## src/rtl/motor_clk_pkg.sv

```systemverilog
// Shared constants and helpers for the motor tick generator.
package motor_clk_pkg;

    // Default divisor / counter width
    localparam int CNT_W_DEF    = 16;

    // Divisor value that silences a channel
    localparam int DIV_DISABLED = 0;

    // Channel-index width: clog2 with a floor of one bit
    function automatic int ch_idx_w(input int num_ch);
        if (num_ch <= 1) begin
            return 1;
        end else begin
            return $clog2(num_ch);
        end
    endfunction

endpackage

```

## src/rtl/motor_tick_ch.sv

```systemverilog
// One tick-generator channel: counter, active/shadow divisor, pending flag,
// registered tick and square-wave outputs.
// Optional MOTOR_TICK_COUNT_EN adds an 8-bit count of issued ticks.
module motor_tick_ch
    import motor_clk_pkg::*;
#(
    parameter int CNT_W   = CNT_W_DEF,
    parameter int DEF_DIV = 16384
) (
    input  logic             clk,
    input  logic             n_rst,
    input  logic             en,
    input  logic             sync,
    input  logic             wr,
    input  logic [CNT_W-1:0] wr_val,
    output logic             pend,
    output logic             tick,
    output logic             clk_out
`ifdef MOTOR_TICK_COUNT_EN
    ,
    output logic [7:0]       tick_cnt
`endif
);

    localparam logic [CNT_W-1:0] DEF_DIV_C = CNT_W'(DEF_DIV);
    localparam logic [CNT_W-1:0] DIS_C     = CNT_W'(DIV_DISABLED);

    logic [CNT_W-1:0] cnt_r, cnt_s;
    logic [CNT_W-1:0] div_r, div_s;
    logic [CNT_W-1:0] shadow_r, shadow_s;
    logic             pend_r, pend_s;
    logic             tick_r, tick_s;
    logic             clk_out_r, clk_out_s;
    logic             apply_s;
    logic             wrap_s;

    // Next-state: counter advance, wrap detect, divisor apply and shadow capture
    always_comb begin
        cnt_s     = cnt_r;
        apply_s   = 1'b0;
        wrap_s    = 1'b0;
        if (sync) begin
            cnt_s   = '0;
            apply_s = pend_r;
        end else if (en) begin
            if (div_r == DIS_C) begin
                // Silent channel picks up a pending divisor on any enabled edge
                cnt_s   = '0;
                apply_s = pend_r;
            end else if (cnt_r >= (div_r - CNT_W'(1))) begin
                cnt_s   = '0;
                wrap_s  = 1'b1;
                apply_s = pend_r;
            end else begin
                cnt_s   = cnt_r + CNT_W'(1);
            end
        end else begin
            cnt_s = cnt_r;
        end

        if (apply_s) begin
            div_s = shadow_r;
        end else begin
            div_s = div_r;
        end

        tick_s = wrap_s;

        // Square wave follows the counter value it will hold after this edge
        if (sync || en) begin
            clk_out_s = (cnt_s < (div_s >> 1));
        end else begin
            clk_out_s = clk_out_r;
        end

        // A write lands after any apply, so it always stays pending
        if (wr) begin
            shadow_s = wr_val;
            pend_s   = 1'b1;
        end else if (apply_s) begin
            shadow_s = shadow_r;
            pend_s   = 1'b0;
        end else begin
            shadow_s = shadow_r;
            pend_s   = pend_r;
        end
    end

    // Channel state registers with synchronous active-low reset
    always_ff @(posedge clk) begin
        if (!n_rst) begin
            cnt_r     <= '0;
            div_r     <= DEF_DIV_C;
            shadow_r  <= DEF_DIV_C;
            pend_r    <= 1'b0;
            tick_r    <= 1'b0;
            clk_out_r <= 1'b0;
        end else begin
            cnt_r     <= cnt_s;
            div_r     <= div_s;
            shadow_r  <= shadow_s;
            pend_r    <= pend_s;
            tick_r    <= tick_s;
            clk_out_r <= clk_out_s;
        end
    end

    assign pend    = pend_r;
    assign tick    = tick_r;
    assign clk_out = clk_out_r;

`ifdef MOTOR_TICK_COUNT_EN
    logic [7:0] tick_cnt_r;

    // Free-running count of issued ticks, cleared by reset and sync
    always_ff @(posedge clk) begin
        if (!n_rst) begin
            tick_cnt_r <= 8'd0;
        end else if (sync) begin
            tick_cnt_r <= 8'd0;
        end else if (wrap_s) begin
            tick_cnt_r <= tick_cnt_r + 8'd1;
        end else begin
            tick_cnt_r <= tick_cnt_r;
        end
    end

    assign tick_cnt = tick_cnt_r;
`endif

endmodule

```

## src/rtl/motor_tick_gen.sv

```systemverilog
// Multi-channel programmable clock-enable / square-wave generator.
// Top level decodes divisor writes and fans out sync to every channel.
// Define MOTOR_TICK_COUNT_EN to add the per-channel tick_cnt output.
module motor_tick_gen
    import motor_clk_pkg::*;
#(
    parameter int NUM_CH  = 4,
    parameter int CNT_W   = CNT_W_DEF,
    parameter int DEF_DIV = 16384
) (
    input  logic                          clk,
    input  logic                          n_rst,
    input  logic                          en,
    input  logic                          sync,
    input  logic                          div_wr,
    input  logic [ch_idx_w(NUM_CH)-1:0]   div_ch,
    input  logic [CNT_W-1:0]              div_val,
    output logic [NUM_CH-1:0]             div_pend,
    output logic [NUM_CH-1:0]             tick,
    output logic [NUM_CH-1:0]             clk_out
`ifdef MOTOR_TICK_COUNT_EN
    ,
    output logic [NUM_CH*8-1:0]           tick_cnt
`endif
);

    localparam int CH_W = ch_idx_w(NUM_CH);

    logic [NUM_CH-1:0] wr_s;

    for (genvar g = 0; g < NUM_CH; g++) begin : g_ch
        // Out-of-range channel indices never match, so those writes vanish
        assign wr_s[g] = div_wr && (div_ch == CH_W'(g));

        motor_tick_ch #(
            .CNT_W   (CNT_W),
            .DEF_DIV (DEF_DIV)
        ) u_ch (
            .clk      (clk),
            .n_rst    (n_rst),
            .en       (en),
            .sync     (sync),
            .wr       (wr_s[g]),
            .wr_val   (div_val),
            .pend     (div_pend[g]),
            .tick     (tick[g]),
            .clk_out  (clk_out[g])
`ifdef MOTOR_TICK_COUNT_EN
            ,
            .tick_cnt (tick_cnt[g*8 +: 8])
`endif
        );
    end

endmodule

```

## config.mk

```make
export PLATFORM = sky130hd
export DESIGN_NAME = motor_tick_gen
export DESIGN_NICKNAME = d
export VERILOG_FILES = /design/src/rtl/motor_clk_pkg.sv /design/src/rtl/motor_tick_ch.sv /design/src/rtl/motor_tick_gen.sv
export SDC_FILE = /design/constraint.sdc
export NUM_CORES = 1
export LEC_CHECK = 0
export CORE_MARGIN = 1.5
export CORE_UTILIZATION = 49
export DETAILED_ROUTE_END_ITERATION = 6
export PLACE_DENSITY = 0.75
export SETUP_SLACK_MARGIN = 0.4
export SYNTH_ARGS = -nofsm -noshare
export SYNTH_HDL_FRONTEND = slang
export SYNTH_SLANG_ARGS = --single-unit
```

## constraint.sdc

```tcl
create_clock -name clk -period 6.3 [get_ports clk]
set_clock_uncertainty 0.15 [all_clocks]
set_input_delay 1.89 -clock clk [delete_from_list [all_inputs] [get_ports clk]]
set_output_delay 1.89 -clock clk [all_outputs]
set_load 0.005 [all_outputs]
```

== Yosys cells after proc, flatten, opt, wreduce, memory -nomap -nowiden ==
Cells that the tools add are included.

* Input bits: 23
* Output and inout port bits: 12
* Logic and storage cells: 115
* Flip-flop bits (word level): 204

* Reduce and logical (&&, ||, !) cells: 18
* Bitwise gates (word level): 2
* Equality and inequality tests: 3
* Muxes and demuxes: 48
* $lt $le $gt $ge: 8
* $add $sub $neg: 8

{| class="wikitable"
|+ Operators with widths
! operator !! count
|-
| $mux 16 || 20
|-
| $add 16x1->16 const B || 4
|-
| $ge 16x16->1 || 4
|-
| $logic_not 16->1 || 4
|-
| $lt 16x15->1 || 4
|-
| $sub 16x1->16 const B || 4
|-
| $mux 1 || 28
|-
| $reduce_or 4->1 || 4
|-
| $reduce_bool 2->1 || 4
|-
| $eq 2x2->1 const B || 2
|-
| $logic_and 1x1->1 || 4
|-
| $eq 2x1->1 const B || 1
|-
| $logic_not 2->1 || 1
|-
| $not 1->1 || 2
|-
| $logic_or 1x1->1 || 1
|}

== Depth between registers and ports, before layout ==
* Word-level depth: 8
* Depth in mapped cells: 26
* Depth with buffers taken out: 24

== By module ==
From an unflattened synthesis, not the netlist that was laid out.

* Cell total of the unflattened synthesis: 1405
* Area total of the unflattened synthesis: 12797.3 sq um

{| class="wikitable"
|+ Modules (own cells, without submodules)
! module !! times used !! sequential area each (sq um) !! cells each !! area each (sq um)
|-
| motor_tick_ch at g_ch[0].u_ch ... || 3 || 1021.0 || 351 || 3198.1
|-
| motor_tick_ch at g_ch[1].u_ch || 1 || 1021.0 || 348 || 3165.5
|-
| motor_tick_gen || 1 || 0.0 || 4 || 37.5
|}

== Worst setup path after synthesis ==
Ideal clock, no wire load.

* Path kind: reg-to-reg
* Start point: reg g_ch[3].u_ch.div_r[0]
* End point: reg g_ch[3].u_ch.clk_out_r
* Slack: 1.335 ns
* Data required time: 6.064 ns
* Library setup time: 0.086 ns
* Arrival: 4.730 ns
* Buffers on the path: 2
* Period minus slack after synthesis: 4.965 ns
* Stages on the path, launching flop included: 22
* Cell sequence: dfxtp_1 -> or4_1 -> nor2_1 -> nand2_1 -> or2_1 -> nor4_1 -> xnor2_1 -> ha_1 -> a21oi_1 -> o21ai_0 -> a211oi_1 -> nand2_1 -> a21o_1 -> buf_4 -> nand2_2 -> buf_4 -> mux2i_1 -> ha_1 -> a211oi_1 -> a221oi_1 -> a221o_1 -> a211oi_1

* Word-level cells in the longest chain between the ends: 8
* Elaborated cells between the ends (all ways): 13
* Classes of those cells: add/sub (1); order compare (2); mux (9); reduce/logical (1)

{| class="wikitable"
|+ Ends and longest elaborated chain
! item !! line !! RTL
|-
| start, declared || motor_tick_ch.sv:29 || <nowiki>logic [CNT_W-1:0] div_r, div_s;</nowiki>
|-
| start signal, assigned || motor_tick_ch.sv:100 || <nowiki>div_r <= div_s;</nowiki>
|-
| $sub 16x1->16 || motor_tick_ch.sv:50 || <nowiki>end else if (cnt_r >= (div_r - CNT_W'(1))) begin</nowiki>
|-
| $ge 16x16->1 || motor_tick_ch.sv:50 ||
|-
| $mux 1 || motor_tick_ch.sv:50 ||
|-
| $mux 1 || motor_tick_ch.sv:46 || <nowiki>if (div_r == DIS_C) begin</nowiki>
|-
| $mux 1 || motor_tick_ch.sv:45 || <nowiki>end else if (en) begin</nowiki>
|-
| $mux 1 || motor_tick_ch.sv:42 || <nowiki>if (sync) begin</nowiki>
|-
| $mux 16 || motor_tick_ch.sv:61 || <nowiki>if (apply_s) begin</nowiki>
|-
| $lt 16x15->1 (*) || motor_tick_ch.sv:71 || <nowiki>clk_out_s = (cnt_s < (div_s >> 1));</nowiki>
|-
| end signal, assigned || motor_tick_ch.sv:104 || <nowiki>clk_out_r <= clk_out_s;</nowiki>
|-
| end, declared || motor_tick_ch.sv:33 || <nowiki>logic clk_out_r, clk_out_s;</nowiki>
|}

Every way passes the cells marked *; elsewhere a longest branch is shown, timed or not.
A chain may end at the register's enable or synchronous reset.

== Final worst setup path ==
* Start point: reg g_ch[3].u_ch.div_r[1]
* End point: reg g_ch[3].u_ch.clk_out_r

The elaborated chain is that of the path after synthesis.

==> impl_metrics.prom <==
# TYPE chip_impl_metric gauge
chip_impl_metric{name="avgSynthCellArea",unit="µm²"} 8.316
chip_impl_metric{name="numPortBuffers",unit=""} 34
chip_impl_metric{name="report.final.setup_viol",unit=""} 0
chip_impl_metric{name="flops_latches_synth",unit=""} 204
chip_impl_metric{name="sum_of_net_half_perimeters_after_detailed_placement",unit="mm"} 23.03
chip_impl_metric{name="fin_cells",unit=""} 1791
chip_impl_metric{name="routed_wire_length_per_instance",unit="µm"} 17.54
chip_impl_info{name="start_kind",value="flop"} 1
chip_impl_metric{name="regArea",unit="mm²"} 0.004084
chip_impl_metric{name="drt.antenna.violating_nets",unit=""} 0
chip_impl_metric{name="first_pass_iters",unit=""} 7
chip_impl_metric{name="cp_data_required_time",unit="ns"} 6.57
chip_impl_metric{name="slew_violations",unit=""} 0
chip_impl_metric{name="syn-cell-area",unit="mm²"} 0.01207
chip_impl_metric{name="hold_violations",unit=""} 0
chip_impl_metric{name="initial_utilization",unit=""} 0.4976
chip_impl_metric{name="synth_enable_flop_cells",unit=""} 0
chip_impl_metric{name="detailedRoute.firstIterationViolations",unit=""} 805
chip_impl_metric{name="cts_max_level",unit=""} 1
chip_impl_metric{name="vdd.ir_drop.worst",unit="V"} 0.0002300
chip_impl_info{name="rsz0062_at_grt",value="false"} 1
chip_impl_metric{name="synth.yosys.warnings",unit=""} 0
chip_impl_metric{name="post_cts_hold_buffer_count",unit=""} 0
chip_impl_info{name="run_status",value="complete, no violations"} 1
chip_impl_metric{name="placedCellCount",unit=""} 1754
chip_impl_metric{name="floorplan.die_area",unit="mm²"} 0.02558
chip_impl_metric{name="post_synth_num_cell_types",unit=""} 76
chip_impl_metric{name="yosysSeqAreaShare",unit=""} 0.3384
chip_impl_metric{name="worst_pin_slew",unit="ns"} 0.9270
chip_impl_info{name="timing.critical_path.cells",value="inv_1, ha_1, or4b_1, nand2b_1, or3_1, xor2_1, ha_1, nand4_1, nor4_2, a32oi_2, nand2_1, a21o_1, nand2_4, mux2i_1, ha_1, a21o_1, a21oi_1, nor2_1, a2111oi_0, nor2_1, nor3_1, a22oi_1, a211oi_1"} 1
chip_impl_metric{name="path_clk_slew",unit="ns"} 0.06
chip_impl_metric{name="post_cts_repair_setup_buffers",unit=""} 0
chip_impl_metric{name="worst_ep_arrival_time",unit="ns"} 5.75
chip_impl_metric{name="critPathMaxStageDelay",unit="ns"} 0.50
chip_impl_metric{name="cts_inserted_buffers",unit=""} 23
chip_impl_info{name="end_kind",value="flop"} 1
chip_impl_metric{name="grt_first_pass_wirelength",unit="mm"} 50.73
chip_impl_metric{name="die-height",unit="µm"} 159.9
chip_impl_metric{name="flow.area_growth_from_synthesis",unit="%"} 10.71
chip_impl_info{name="cp_common_cell",value="ha_1"} 1
chip_impl_metric{name="route.detailed.vias_per_inst",unit=""} 5.889
chip_impl_metric{name="io_pins",unit=""} 35
chip_impl_info{name="yosysTopAreaCell",value="dfxtp_1"} 1
chip_impl_metric{name="fill_cells",unit=""} 2214
chip_impl_metric{name="multi_input_comb_area",unit="mm²"} 0.007572
chip_impl_metric{name="maxClockFrequency",unit="MHz"} 182.8
chip_impl_metric{name="syn_nets",unit=""} 1602
chip_impl_metric{name="p_leak",unit="nW"} 5.964
chip_impl_metric{name="cell_count_after_synthesis",unit=""} 1451
chip_impl_metric{name="num-nets-final",unit=""} 1606
chip_impl_metric{name="timing.max_slew.rel_slack",unit=""} 0.3820
chip_impl_info{name="worstHoldPathType",value="flop to flop"} 1
chip_impl_metric{name="globalRoute.totalOverflow",unit=""} 0
chip_impl_metric{name="die_width",unit="µm"} 159.9
chip_impl_info{name="cts_tree",value="done"} 1
chip_impl_metric{name="cp_max_fo",unit=""} 15
chip_impl_info{name="cpLargestDelayFamily",value="simple AND/OR/NAND/NOR gates"} 1
chip_impl_metric{name="globalRouteTotalUtil",unit=""} 0.2427
chip_impl_metric{name="area_fraction_of_the_dominant_cell_type_after_synthesis",unit=""} 0.3384
chip_impl_metric{name="grt_antenna_before_repair",unit=""} 0
chip_impl_metric{name="core_area",unit="mm²"} 0.02425
chip_impl_metric{name="drc",unit=""} 0
chip_impl_metric{name="final_wirelength",unit="mm"} 31.42
chip_impl_metric{name="post-route-period-util",unit=""} 0.8683
chip_impl_info{name="netlist_top_cells_area",value="dfxtp_1, ha_1, nand2_1, mux2i_1, nor2_1"} 1
chip_impl_metric{name="clk-insertion-delay-late",unit="ns"} 0.50
chip_impl_metric{name="tns",unit="ns"} 0
chip_impl_metric{name="clock_path_buffers",unit=""} 3
chip_impl_metric{name="synth-async-reset-ratio",unit=""} 0
chip_impl_metric{name="routed-via-count",unit=""} 10550
chip_impl_info{name="synth-main-ff-cell",value="dfxtp_1"} 1
chip_impl_metric{name="pwr_density_cell",unit="mW/mm²"} 214.4
chip_impl_metric{name="wp_buf_inv",unit=""} 1
chip_impl_info{name="root_buffer_cell",value="clkbuf_16"} 1
chip_impl_metric{name="vias_in_the_first_global_route",unit=""} 10110
chip_impl_metric{name="place.gp.congestion",unit=""} 0.9129
chip_impl_info{name="critical-path-slowest-cell",value="or4b_1"} 1
chip_impl_metric{name="finalCriticalPeriod",unit="ns"} 5.470
chip_impl_info{name="criticalPathCategory",value="flop to flop"} 1
chip_impl_metric{name="grt_max_degree",unit=""} 89
chip_impl_metric{name="drive_gt1_frac",unit=""} 0.04772
chip_impl_metric{name="row_count",unit=""} 57
chip_impl_metric{name="cts_num_sinks",unit=""} 204
chip_impl_metric{name="antenna_cells",unit=""} 0
chip_impl_metric{name="max-cap-violations",unit=""} 0
cells in the mapped netlist, types with 5 or more instances:
| library cell | instances |
|---|---|
| nand2_1 | 209 |
| dfxtp_1 | 204 |
| nor2_1 | 155 |
| ha_1 | 128 |
| a21oi_1 | 103 |
| nor3_1 | 65 |
| mux2i_1 | 59 |
| xor2_1 | 50 |
| xnor2_1 | 48 |
| clkbuf_1 | 44 |
| nand3_1 | 42 |
| nand4_1 | 37 |
| and2_1 | 25 |
| inv_1 | 22 |
| a21o_1 | 20 |
| o21ai_0 | 19 |
| o21ai_1 | 19 |
| nor4_1 | 18 |
| and3_1 | 16 |
| buf_4 | 14 |
| a211oi_1 | 10 |
| nand2b_1 | 10 |
| or3_1 | 8 |
| buf_2 | 7 |
| nor3b_1 | 7 |
| or2_1 | 7 |
| and4_1 | 6 |
| nor2b_1 | 6 |
| o21a_1 | 6 |
| a2111oi_0 | 5 |
| o31ai_1 | 5 |
placed cells by master (no fill, tap or decap), types with 37 or more instances in the layout:
master | synthesis | layout
nand2_1 | 209 | 209
dfxtp_1 | 204 | 204
nor2_1 | 155 | 154
ha_1 | 128 | 128
a21oi_1 | 103 | 103
nor3_1 | 65 | 65
mux2i_1 | 59 | 59
xor2_1 | 50 | 50
xnor2_1 | 48 | 48
nand3_1 | 42 | 42
nand4_1 | 37 | 37
worst reg2reg max path, stage by stage (launching register included):
cell and delay (ns):
dfxtp_1 0.34, inv_1 0.11, ha_1 0.20, or4b_1 0.50, nand2b_1 0.22, or3_1 0.33
xor2_1 0.15, ha_1 0.29, nand4_1 0.17, nor4_2 0.37, a32oi_2 0.21, nand2_1 0.27
a21o_1 0.22, nand2_4 0.18, mux2i_1 0.28, ha_1 0.28, a21o_1 0.16, a21oi_1 0.14
nor2_1 0.06, a2111oi_0 0.29, nor2_1 0.09, nor3_1 0.15, a22oi_1 0.09, a211oi_1 0.16
per-layer routing:
layer | global-route usage | share of wire | vias up
met5 | 0 | 0 | -
met4 | 0.08624 | 0.032 | 0
met3 | 0.02831 | 0.062 | 78
met2 | 0.4164 | 0.48 | 334
met1 | 0.3144 | 0.43 | 4977
li1 | - | - | 5158
final timing paths:
kind | start | end | slack, ns | depth (start not counted)
hold reg to reg | g_ch[1].u_ch.shadow_r[15] | g_ch[1].u_ch.shadow_r[15] | 0.31 | 2
setup / recovery | g_ch[3].u_ch.div_r[1] | g_ch[3].u_ch.clk_out | 0.83 | 23
hold / removal | g_ch[1].u_ch.shadow_r[15] | g_ch[1].u_ch.shadow_r[15] | 0.31 | 2
setup reg to reg | g_ch[3].u_ch.div_r[1] | g_ch[3].u_ch.clk_out | 0.83 | 23
kinds of logic (layout without fill, tap and decap cells):
logic type | count (synthesis) | count (layout) | share of synthesized area
flip-flops | 204 | 204 | 0.3384
XOR/XNOR | 98 | 98 | 0.07113
AND/OR/NAND/NOR | 633 | 633 | 0.2493
buffers and inverters | 93 | 109 | 0.03619
adder cells (fa/ha/maj) | 128 | 128 | 0.1327
multiplexers | 59 | 59 | 0.04894
AO/OA/AOI/OAI | 236 | 236 | 0.1233
layout make-up:
type                            count  area share
Timing Repair Buffer               49     0.03447
Inverter                           23    0.006650
Multi-Input combinational cell   1154      0.5668
Clock inverter                      6    0.006181
Clock buffer                       31     0.04983
Tap cell                          324     0.03035
Sequential cell                   204      0.3057
through the flow:
stage | hold slack [ns] | util | worst slack, ns | power, mW | cell area (µm²)
after detailed placement | 0.3011 | 0.5191 | 0.6676 | 1.549 | 12590
after global routing | 0.3248 | 0.5509 | 0.3967 | 2.955 | 13360
after global placement | 0.2949 | 0.5191 | 0.8415 | 1.544 | 12590
after CTS | 0.3083 | 0.5499 | 0.6066 | 2.879 | 13340
after floorplan | 0.2817 | - | 1.335 | 1.476 | 12070
final | 0.3082 | 0.5509 | 0.8296 | 2.864 | 13360
what timing repair did:
action                                 in CTS  in global routing
resized for setup                           0                  4
endpoints found under the hold margin       0                  0
setup endpoints to repair                   0                  1
power breakdown:
group          switching, mW  internal, mW  total (mW)
clock network          0.526         0.813        1.34
logic                  0.127        0.0693       0.196
registers             0.0185          1.31        1.33
total                  0.671          2.19        2.86
registers in the layout, summed over array words and instances, names as in the netlist:
name,flops
g_ch.u_ch.pend,4
g_ch.u_ch.tick,4
g_ch.u_ch.cnt_r,64
g_ch.u_ch.div_r,64
g_ch.u_ch.clk_out,4
g_ch.u_ch.shadow_r,64
Power figures use the tool's default switching activity.
